$ cat config.mk
export PLATFORM = sky130hd
export DESIGN_NAME = coproc_instruction_issuer
export DESIGN_NICKNAME = d
export VERILOG_FILES = /design/src/rtl/coproc_instruction_issuer.sv
export SDC_FILE = /design/constraint.sdc
export NUM_CORES = 1
export LEC_CHECK = 0
export ABC_CLOCK_PERIOD_IN_PS = 5300
export BUFFER_PORTS_ARGS = -buffer_cell sky130_fd_sc_hd__buf_4
export CAP_MARGIN = 10
export CORE_ASPECT_RATIO = 0.8
export CORE_MARGIN = 10
export CORE_UTILIZATION = 40
export CTS_CLUSTER_DIAMETER = 50
export DETAILED_ROUTE_END_ITERATION = 12
export PLACE_DENSITY = 0.65
export SYNTH_ARGS = -nofsm -noshare
export SYNTH_HDL_FRONTEND = slang
export SYNTH_SLANG_ARGS = --single-unit
$ cat constraint.sdc
create_clock -name clk -period 5.3 [get_ports clk]
set_input_delay 0.265 -clock clk [delete_from_list [all_inputs] [get_ports clk]]
set_output_delay 0.265 -clock clk [all_outputs]
set_load 0.01 [all_outputs]
$ cat src/rtl/coproc_instruction_issuer.sv
// coproc_instruction_issuer
// Initiator side of the coprocessor instruction handshake. Queues 32-bit
// instructions from the HPS bridge, issues them one at a time with a single
// cycle strobe, follows the coprocessor wait_signal, and captures READ
// results (opcode 4'b0001) into a result FIFO for the HPS to drain.
// Optional BUSY watchdog: define COPROC_TIMEOUT_EN.
module coproc_instruction_issuer #(
  parameter int CMD_DEPTH      = 8,
  parameter int RES_DEPTH      = 8,
  parameter int TIMEOUT_CYCLES = 1024
) (
  input  logic        clk,
  input  logic        reset,
  input  logic [31:0] cmd_data,
  input  logic        cmd_valid,
  output logic        cmd_ready,
  output logic [31:0] instruction,
  output logic        activate_instruction,
  input  logic        wait_signal,
  input  logic [15:0] output_reg,
  output logic [15:0] res_data,
  output logic        res_valid,
  input  logic        res_ready,
  output logic        busy,
  output logic        timeout_err,
  output logic [15:0] issued_count
);

  localparam int CAW = $clog2(CMD_DEPTH);
  localparam int RAW = $clog2(RES_DEPTH);
  localparam logic [3:0] OP_READ = 4'b0001;

  typedef enum logic [2:0] {
    S_IDLE,
    S_ISSUE,
    S_ACK,
    S_BUSY,
    S_CAPTURE
  } state_t;

  state_t         r_state;
  logic [31:0]    r_cmdMem [CMD_DEPTH];
  logic [CAW-1:0] r_cmdWrPtr;
  logic [CAW-1:0] r_cmdRdPtr;
  logic [CAW:0]   r_cmdCount;
  logic [15:0]    r_resMem [RES_DEPTH];
  logic [RAW-1:0] r_resWrPtr;
  logic [RAW-1:0] r_resRdPtr;
  logic [RAW:0]   r_resCount;
  logic [15:0]    r_resData;
  logic [31:0]    r_instruction;
  logic           r_activate;
  logic           r_isRead;
  logic           r_ackMiss;
  logic           r_timeoutErr;
  logic [15:0]    r_issuedCount;

`ifdef COPROC_TIMEOUT_EN
  localparam int TCW = $clog2(TIMEOUT_CYCLES + 1);
  logic [TCW-1:0] r_busyCnt;
`endif

  logic           w_cmdPush;
  logic           w_cmdPop;
  logic           w_cmdFull;
  logic [31:0]    w_cmdHead;
  logic           w_resPush;
  logic           w_resPop;
  logic           w_resHasSlot;
  logic [RAW-1:0] w_resRdNext;
  logic [15:0]    w_resHeadNext;
  logic           w_canIssue;

  // The ISSUE cycle frees the head slot, so a push is accepted even when full
  assign w_cmdPop   = (r_state == S_ISSUE);
  assign w_cmdFull  = (r_cmdCount == (CAW+1)'(CMD_DEPTH));
  assign cmd_ready  = !w_cmdFull || w_cmdPop;
  assign w_cmdPush  = cmd_valid && cmd_ready;
  assign w_cmdHead  = r_cmdMem[r_cmdRdPtr];

  assign res_valid    = (r_resCount != '0);
  assign w_resPush    = (r_state == S_CAPTURE);
  assign w_resPop     = res_valid && res_ready;
  assign w_resHasSlot = (r_resCount != (RAW+1)'(RES_DEPTH)) || w_resPop;
  assign w_resRdNext  = w_resPop ? r_resRdPtr + 1'b1 : r_resRdPtr;
  // A value pushed this cycle is not in memory yet, so forward it when it becomes the head
  assign w_resHeadNext = (w_resPush && (w_resRdNext == r_resWrPtr)) ? output_reg
                                                                     : r_resMem[w_resRdNext];

  // A READ only issues when its result is guaranteed a slot at CAPTURE time
  assign w_canIssue = (r_cmdCount != '0) && !wait_signal &&
                      ((w_cmdHead[3:0] != OP_READ) || w_resHasSlot);

  assign busy                 = (r_state != S_IDLE) || (r_cmdCount != '0);
  assign instruction          = r_instruction;
  assign activate_instruction = r_activate;
  assign res_data             = r_resData;
  assign timeout_err          = r_timeoutErr;
  assign issued_count         = r_issuedCount;

  // Command FIFO storage, written on every accepted push
  always_ff @(posedge clk) begin
    if (w_cmdPush) r_cmdMem[r_cmdWrPtr] <= cmd_data;
  end

  // Command FIFO pointers and occupancy
  always_ff @(posedge clk or posedge reset) begin
    if (reset) begin
      r_cmdWrPtr <= '0;
      r_cmdRdPtr <= '0;
      r_cmdCount <= '0;
    end else begin
      if (w_cmdPush) r_cmdWrPtr <= r_cmdWrPtr + 1'b1;
      if (w_cmdPop)  r_cmdRdPtr <= r_cmdRdPtr + 1'b1;
      if (w_cmdPush && !w_cmdPop)      r_cmdCount <= r_cmdCount + 1'b1;
      else if (!w_cmdPush && w_cmdPop) r_cmdCount <= r_cmdCount - 1'b1;
    end
  end

  // Result FIFO storage, written in the CAPTURE cycle
  always_ff @(posedge clk) begin
    if (w_resPush) r_resMem[r_resWrPtr] <= output_reg;
  end

  // Result FIFO pointers, occupancy and the registered head value
  always_ff @(posedge clk or posedge reset) begin
    if (reset) begin
      r_resWrPtr <= '0;
      r_resRdPtr <= '0;
      r_resCount <= '0;
      r_resData  <= '0;
    end else begin
      if (w_resPush) r_resWrPtr <= r_resWrPtr + 1'b1;
      r_resRdPtr <= w_resRdNext;
      if (w_resPush && !w_resPop)      r_resCount <= r_resCount + 1'b1;
      else if (!w_resPush && w_resPop) r_resCount <= r_resCount - 1'b1;
      if (w_resPush || w_resPop) r_resData <= w_resHeadNext;
    end
  end

  // Issue sequencing: IDLE -> ISSUE -> ACK -> BUSY (-> CAPTURE for READs) -> IDLE
  always_ff @(posedge clk or posedge reset) begin
    if (reset) begin
      r_state       <= S_IDLE;
      r_instruction <= '0;
      r_activate    <= 1'b0;
      r_isRead      <= 1'b0;
      r_ackMiss     <= 1'b0;
      r_timeoutErr  <= 1'b0;
      r_issuedCount <= '0;
`ifdef COPROC_TIMEOUT_EN
      r_busyCnt     <= '0;
`endif
    end else begin
      r_activate <= 1'b0;
      case (r_state)
        S_IDLE: begin
          if (w_canIssue) begin
            r_state       <= S_ISSUE;
            r_instruction <= w_cmdHead;
            r_activate    <= 1'b1;
            r_isRead      <= (w_cmdHead[3:0] == OP_READ);
          end
        end
        S_ISSUE: begin
          r_issuedCount <= r_issuedCount + 16'd1;
          r_ackMiss     <= 1'b0;
          r_state       <= S_ACK;
        end
        S_ACK: begin
          if (wait_signal) begin
            r_state <= S_BUSY;
`ifdef COPROC_TIMEOUT_EN
            r_busyCnt <= '0;
`endif
          end else if (r_ackMiss) begin
            r_timeoutErr <= 1'b1;
            r_state      <= S_IDLE;
          end else begin
            r_ackMiss <= 1'b1;
          end
        end
        S_BUSY: begin
`ifdef COPROC_TIMEOUT_EN
          if (wait_signal) begin
            if (r_busyCnt == TCW'(TIMEOUT_CYCLES - 1)) begin
              r_timeoutErr <= 1'b1;
              r_state      <= S_IDLE;
            end else begin
              r_busyCnt <= r_busyCnt + 1'b1;
            end
          end else begin
            r_state <= r_isRead ? S_CAPTURE : S_IDLE;
          end
`else
          if (!wait_signal) r_state <= r_isRead ? S_CAPTURE : S_IDLE;
`endif
        end
        S_CAPTURE: r_state <= S_IDLE;
        default:   r_state <= S_IDLE;
      endcase
    end
  end

endmodule

======== Word-level counts from Yosys, hierarchy flattened ========
Memory sizes are Yosys's and may differ from the RTL's. A register that Yosys moved wholly into a read port is not among the register bits.
Cells that the tools add are included.
storage, ports and cells
  bits in writable memories ............... 384
  memory bits (read-only) ................. 0
  memories kept ........................... 2
  bits of input ports ..................... 53
  latch bits .............................. 0
  register bits ........................... 75
operators by class
  $lt $le $gt $ge ......................... 0
  multiplexer cells ....................... 19
  reduce and logical (&&, ||, !) cells .... 30
  $add $sub $neg .......................... 9
  eq/ne operators ......................... 12
  shift-type cells ........................ 0
  div/mod/pow operators ................... 0
  $mul .................................... 0
  bitwise operators ....................... 1
memory list
  name      words  bits a word  read ports  clocked after memory_dff  write ports  RTL line  RTL
  r_cmdMem  8      32           1           0                         1            42        logic [31:0] r_cmdMem [CMD_DEPTH];
  r_resMem  8      16           1           1                         1            46        logic [15:0] r_resMem [RES_DEPTH];
operator list
  kind                                               count
  two-way mux 3 bit                                  6
  adder 16 x 1 -> 16 bit (second input constant)     1
  two-way mux 4 bit                                  4
  adder 3 x 1 -> 3 bit (second input constant)       4
  one-hot mux 3 bit (4 select lines)                 1
  adder 4 x 1 -> 4 bit (second input constant)       2
  logical AND 1 bit                                  8
  nonzero test 4 bit                                 2
  subtractor 4 x 1 -> 4 bit (second input constant)  2
  two-way mux 1 bit                                  7
  == test 3 x 2 -> 1 bit (second input constant)     2
  zero test 1 bit                                    6
  != test 2 bit (second input constant)              3
  AND reduction 3 bit                                2
  nonzero test 2 bit                                 3
  logical OR 1 bit                                   5
  == test 4 x 1 -> 1 bit (second input constant)     1
  == test 4 bit (second input constant)              1
  != test 4 x 1 -> 1 bit (second input constant)     1
  != test 4 bit (second input constant)              1
  AND reduction 2 bit                                2
  == test 3 x 1 -> 1 bit (second input constant)     1
  == test 3 bit (second input constant)              1
  zero test 3 bit                                    1
  4 further kinds                                    4

======== Longest topological paths before layout ========
  depth after elaboration ................. 8
  gate-level depth with buffers ........... 14
  gate-level depth less buffers ........... 13

======== Least setup slack after synthesis ========
No wires, ideal clock.
  path type ............................... flip-flop to flip-flop
  start ................................... reg r_state[1]
  end ..................................... mem r_cmdMem[0][0] (enable)
  stages on the path, launching flop included .. 9
  path slack .............................. 1.061 ns
  required time ........................... 4.839 ns
  setup time .............................. 0.461 ns
  clock period less this slack ............ 4.239 ns
  arrival time ............................ 3.778 ns
  cells stage by stage .................... dfrtp_1 clkbuf_1 nor3b_2 inv_1 nand3_1 nand2_1 inv_1 nand2b_1 nor3_1
between the ends
  cells in the longest elaborated chain, start to end .. 5
RTL lines
  what                                     RTL line  RTL
  from (decl)                              41        state_t r_state;
  from (signal assigned)                   196       if (!wait_signal) r_state <= r_isRead ? S_CAPTURE : S_IDLE;
  == test 3 x 1 -> 1 bit                   75        assign w_cmdPop = (r_state == S_ISSUE);
  logical OR 1 bit                         77        assign cmd_ready = !w_cmdFull || w_cmdPop;
  named net cmd_ready                      16        output logic cmd_ready,
  logical AND 1 bit                        78        assign w_cmdPush = cmd_valid && cmd_ready;
  named net w_cmdPush                      63        logic w_cmdPush;
  two-way mux 1 bit                        103       if (w_cmdPush) r_cmdMem[r_cmdWrPtr] <= cmd_data;
  two-way mux 1 bit (not written as such)  103
  to (decl)                                42
The timed path passes the listed nets, and every way through them passes these cells.

======== Worst setup path in the final report ========
  start ................................... reg r_cmdRdPtr[0]
  end ..................................... reg r_instruction[13] (netlist: instruction[13])
between the ends
  cells in the longest elaborated chain, start to end .. 5
RTL lines
  what                                  RTL line  RTL
  from (decl)                           44        logic [CAW-1:0] r_cmdRdPtr;
  from (signal assigned)                114       if (w_cmdPop) r_cmdRdPtr <= r_cmdRdPtr + 1'b1;
  memory (8 x 32 bit) (*)               n/a
  != test 4 x 1 -> 1 bit                92        ((w_cmdHead[3:0] != OP_READ) || w_resHasSlot);
  logical OR 1 bit                      92
  logical AND 1 bit                     91        assign w_canIssue = (r_cmdCount != '0) && !wait_signal &&
  AND reduction 2 bit (no source line)  n/a
  to (signal assigned)                  160       r_instruction <= w_cmdHead;
  to (decl)                             51        logic [31:0] r_instruction;
Mark *: on every way between the ends. The rest lies on a longest branch, timed or not.
A chain may end at the register's enable or synchronous reset.

==> metrics.txt <==
GR Util All Layers 14.9%; CTS H-Tree Depth 2; Syn Area/Cell 19.0 µm²; HPWL Detailed 25.8 mm; most numerous cell in the Yosys netlist edfxtp_1; Sw Pwr 0.00393 W; Synth-to-Final Area Change 20.0%; Clock Skews 0.0241 ns; max-slew violation count 0; largest cells by area after synthesis edfxtp_1 58%, mux4_2 14%, dfrtp_1 11%, mux2_2 2.2%, mux2_4 1.8%; Initial Utilization 40.8%; max_slew headroom 21.8%; FFs w/ async S/R, synth 19.2%; pin count of the biggest net entering global routing 69; Post-CTS Resized 0; gp weighted congestion 0.733; leakage power 8.27 nW; RSZ-0062 raised after global routing no; Mapped Cells 1,044; startpoint types register; buffer and inverter count on the worst path 1; post-synthesis cell type count 51; Syn Nets 1,111; worst path cell trace mux4_2 > mux2i_1 > nand4b_1 > o21a_2 > buf_4 > mux2_4; CP required 5.78 ns; Detail Route Antenna Nets 0; Ports 122; CP endpoint kind register; initial detailed-routing violation count 768; CP max stage delay 0.98 ns; Hold Vio Cnt, Final 0; CTS max path bufs 3; synthesis-stage register bit count 475; Fmax 291 MHz; Logic pwr share 31.8%; vias per inst 5.47; Worst EP arrival 3.91 ns; met2 wire len 20.4 mm; DR vias 10,400; cts bufs inserted 50; layout cells sized above 1 34.9%; highest metal layer with signal wires met5; die area 59,000 µm²; row count 72; Root Driver clkbuf_16; Fill cells 3,991; drt first pass iters 5; Max Cap Viol 0; Nets 1,293; VDD IR max 0.507 mV; top cells by count, synth 384 x edfxtp_1, 126 x mux4_2, 91 x dfrtp_1; Metal-1 WL 20.0 mm; post-synth top area cell edfxtp_1; clk slew on worst S/H paths 0.06 ns; Post-Route WL 43.2 mm; measured slew at the worst slew-check pin 1.17 ns; Post-Syn Area 19,800 µm²; wire per inst 22.7 µm; initial antenna violation count 5; slowest CP cell dfrtp_4; first-pass GRT wire length 67.5 mm; sequential area share after synthesis 69.6%; die height 219 µm; Worst-Skew Late Latency 0.59 ns; met3 wire length 2.24 mm; Int Power 0.00896 W; gr ovfl total 0; crit share post-route 64.8%; crit path max fanout 41; die width 269 µm; clock sinks 475; fin crit period 3.44 ns; fin area 23,800 µm²; final setup vio count 0; share of the synthesized area in the top cell type 58.1%; Core Region 48,600 µm²; outcome finished clean; CTS tree built; Area after DPL 21,500 µm²; vias in the first global route 11,300; delay-heaviest family, CP multiplexers; Synth warnings 0; clock share of power 28.0%; Remaining DRCs 0; sw frac 30.5%; TNS Setup 0 ns; hold_buf cts 51; IO buf count 121; setup repair bufs after CTS 0; hold crit path type in -> reg; Sequential Power Share 40.2%; Power Dens Cells 542 nW/µm²; Setup CP Type reg -> reg; Synth Flop Type edfxtp_1; EDFF count, synth 384
[routing by layer]
| layer | global-route usage (%) | vias to the layer above |
|---|---|---|
| met5 | 0 | - |
| met4 | 3.85 | 2 |
| met3 | 2.91 | 49 |
| met2 | 23.2 | 236 |
| met1 | 21.1 | 5477 |
| li1 | - | 4627 |
[through the flow]
stage | hold WS (ns) | total power (W) | setup slack [ns] | instances | utilization (%)
after floorplan | 0.336 | 0.00804 | 1.06 | 1044 | -
after global placement | 0.460 | 0.00930 | 1.82 | 1752 | 44.3
after detailed placement | 0.462 | 0.00938 | 1.82 | 1752 | 44.3
after CTS | 0.149 | 0.0131 | 1.80 | 1897 | 48.9
after global routing | 0.180 | 0.0136 | 1.61 | 1900 | 48.9
final | 0.183 | 0.0129 | 1.86 | 1901 | 48.9
[flip-flops by register name, indices dropped and copies added (netlist names)]
name,count
activate_instruction,1
issued_count,16
r_cmdWrPtr,3
r_state,3
r_resRdPtr,3
res_data,16
r_ackMiss,1
r_cmdCount,4
r_cmdMem,256
r_resCount,4
r_resWrPtr,3
r_resMem,128
r_isRead,1
timeout_err,1
r_cmdRdPtr,3
instruction,32
[final cells by class]
| class | count | area (µm²) | share of cell area [%] |
|---|---|---|---|
| Clock buffer | 69 | 1410 | 5.94 |
| Timing Repair Buffer | 197 | 1630 | 6.86 |
| Antenna cell | 4 | 10.0 | 0.0421 |
| Inverter | 12 | 47.5 | 0.200 |
| Sequential cell | 475 | 13800 | 58.1 |
| Tap cell | 629 | 787 | 3.31 |
| Multi-Input combinational cell | 490 | 5760 | 24.2 |
| Clock inverter | 25 | 323 | 1.36 |
[worst paths after layout]
| check | start | to | slack, ns | cells past startpoint |
|---|---|---|---|---|
| worst max register to register | r_cmdRdPtr[0]$_DFFE_PP0P_ | instruction[13]$_DFFE_PP0P_ | 1.86 | 6 |
| worst min-delay path | res_ready | r_isRead$_DFFE_PP0P_ | 0.18 | 4 |
| max in group asynchronous | reset | r_cmdRdPtr[0]$_DFFE_PP0P_ | 3.83 | 4 |
| worst max-delay path | r_cmdRdPtr[0]$_DFFE_PP0P_ | instruction[13]$_DFFE_PP0P_ | 1.86 | 6 |
| min in group asynchronous | reset | issued_count[15]$_DFFE_PP0P_ | 0.45 | 3 |
| worst min register to register | issued_count[15]$_DFFE_PP0P_ | issued_count[15]$_DFFE_PP0P_ | 0.47 | 1 |
[cells by family after synthesis]
group / Yosys count / share of synthesized area [%]
adder cells (fa/ha/maj): 14 / 0.959
flip-flops: 475 / 69.6
buffers and inverters: 79 / 1.80
XOR/XNOR: 33 / 1.53
AO/OA/AOI/OAI: 89 / 3.08
AND/OR/NAND/NOR: 159 / 4.38
multiplexers: 195 / 18.6
[power groups by stage]
stage / clock network, W / registers (W) / logic [W]
global route: 0.00385 / 0.00527 / 0.00444
CTS: 0.00370 / 0.00520 / 0.00417
detailed placement: 0 / 0.00526 / 0.00413
global placement: 0 / 0.00524 / 0.00406
floorplan: 0 / 0.00505 / 0.00299
finish: 0.00361 / 0.00518 / 0.00410
[worst register-to-register path: stages (launching register included)]
cell and delay [ns]:
dfrtp_4 0.98, mux4_2 0.61, mux2i_1 0.19, nand4b_1 0.16
o21a_2 0.60, buf_4 0.44, mux2_4 0.34
[cell usage in the layout, fill, tap and decap left out, types with 5 or more instances in the layout]
| cell type | n |
|---|---|
| nand3_1 | 10 |
| edfxtp_1 | 384 |
| nand4_1 | 17 |
| and3_1 | 32 |
| buf_4 | 144 |
| mux2i_1 | 7 |
| xnor2_1 | 23 |
| nor2_1 | 12 |
| clkinvlp_4 | 6 |
| a21oi_1 | 6 |
| mux4_2 | 126 |
| ha_1 | 11 |
| dfrtp_1 | 86 |
| inv_1 | 11 |
| nor3_1 | 5 |
| a32oi_1 | 16 |
| nand2b_1 | 9 |
| mux2_4 | 24 |
| clkbuf_8 | 9 |
| nor2_4 | 6 |
| nor3_2 | 7 |
| o21ai_0 | 12 |
| mux2_2 | 38 |
| xor2_1 | 9 |
| clkbuf_1 | 10 |
| dlygate4sd3_1 | 51 |
| o211ai_1 | 17 |
| a31oi_1 | 15 |
| o21ai_1 | 7 |
| clkbuf_16 | 50 |
| nor2b_1 | 18 |
| bufinv_16 | 5 |
| nand2_1 | 30 |
Power figures use the tool's default switching activity.
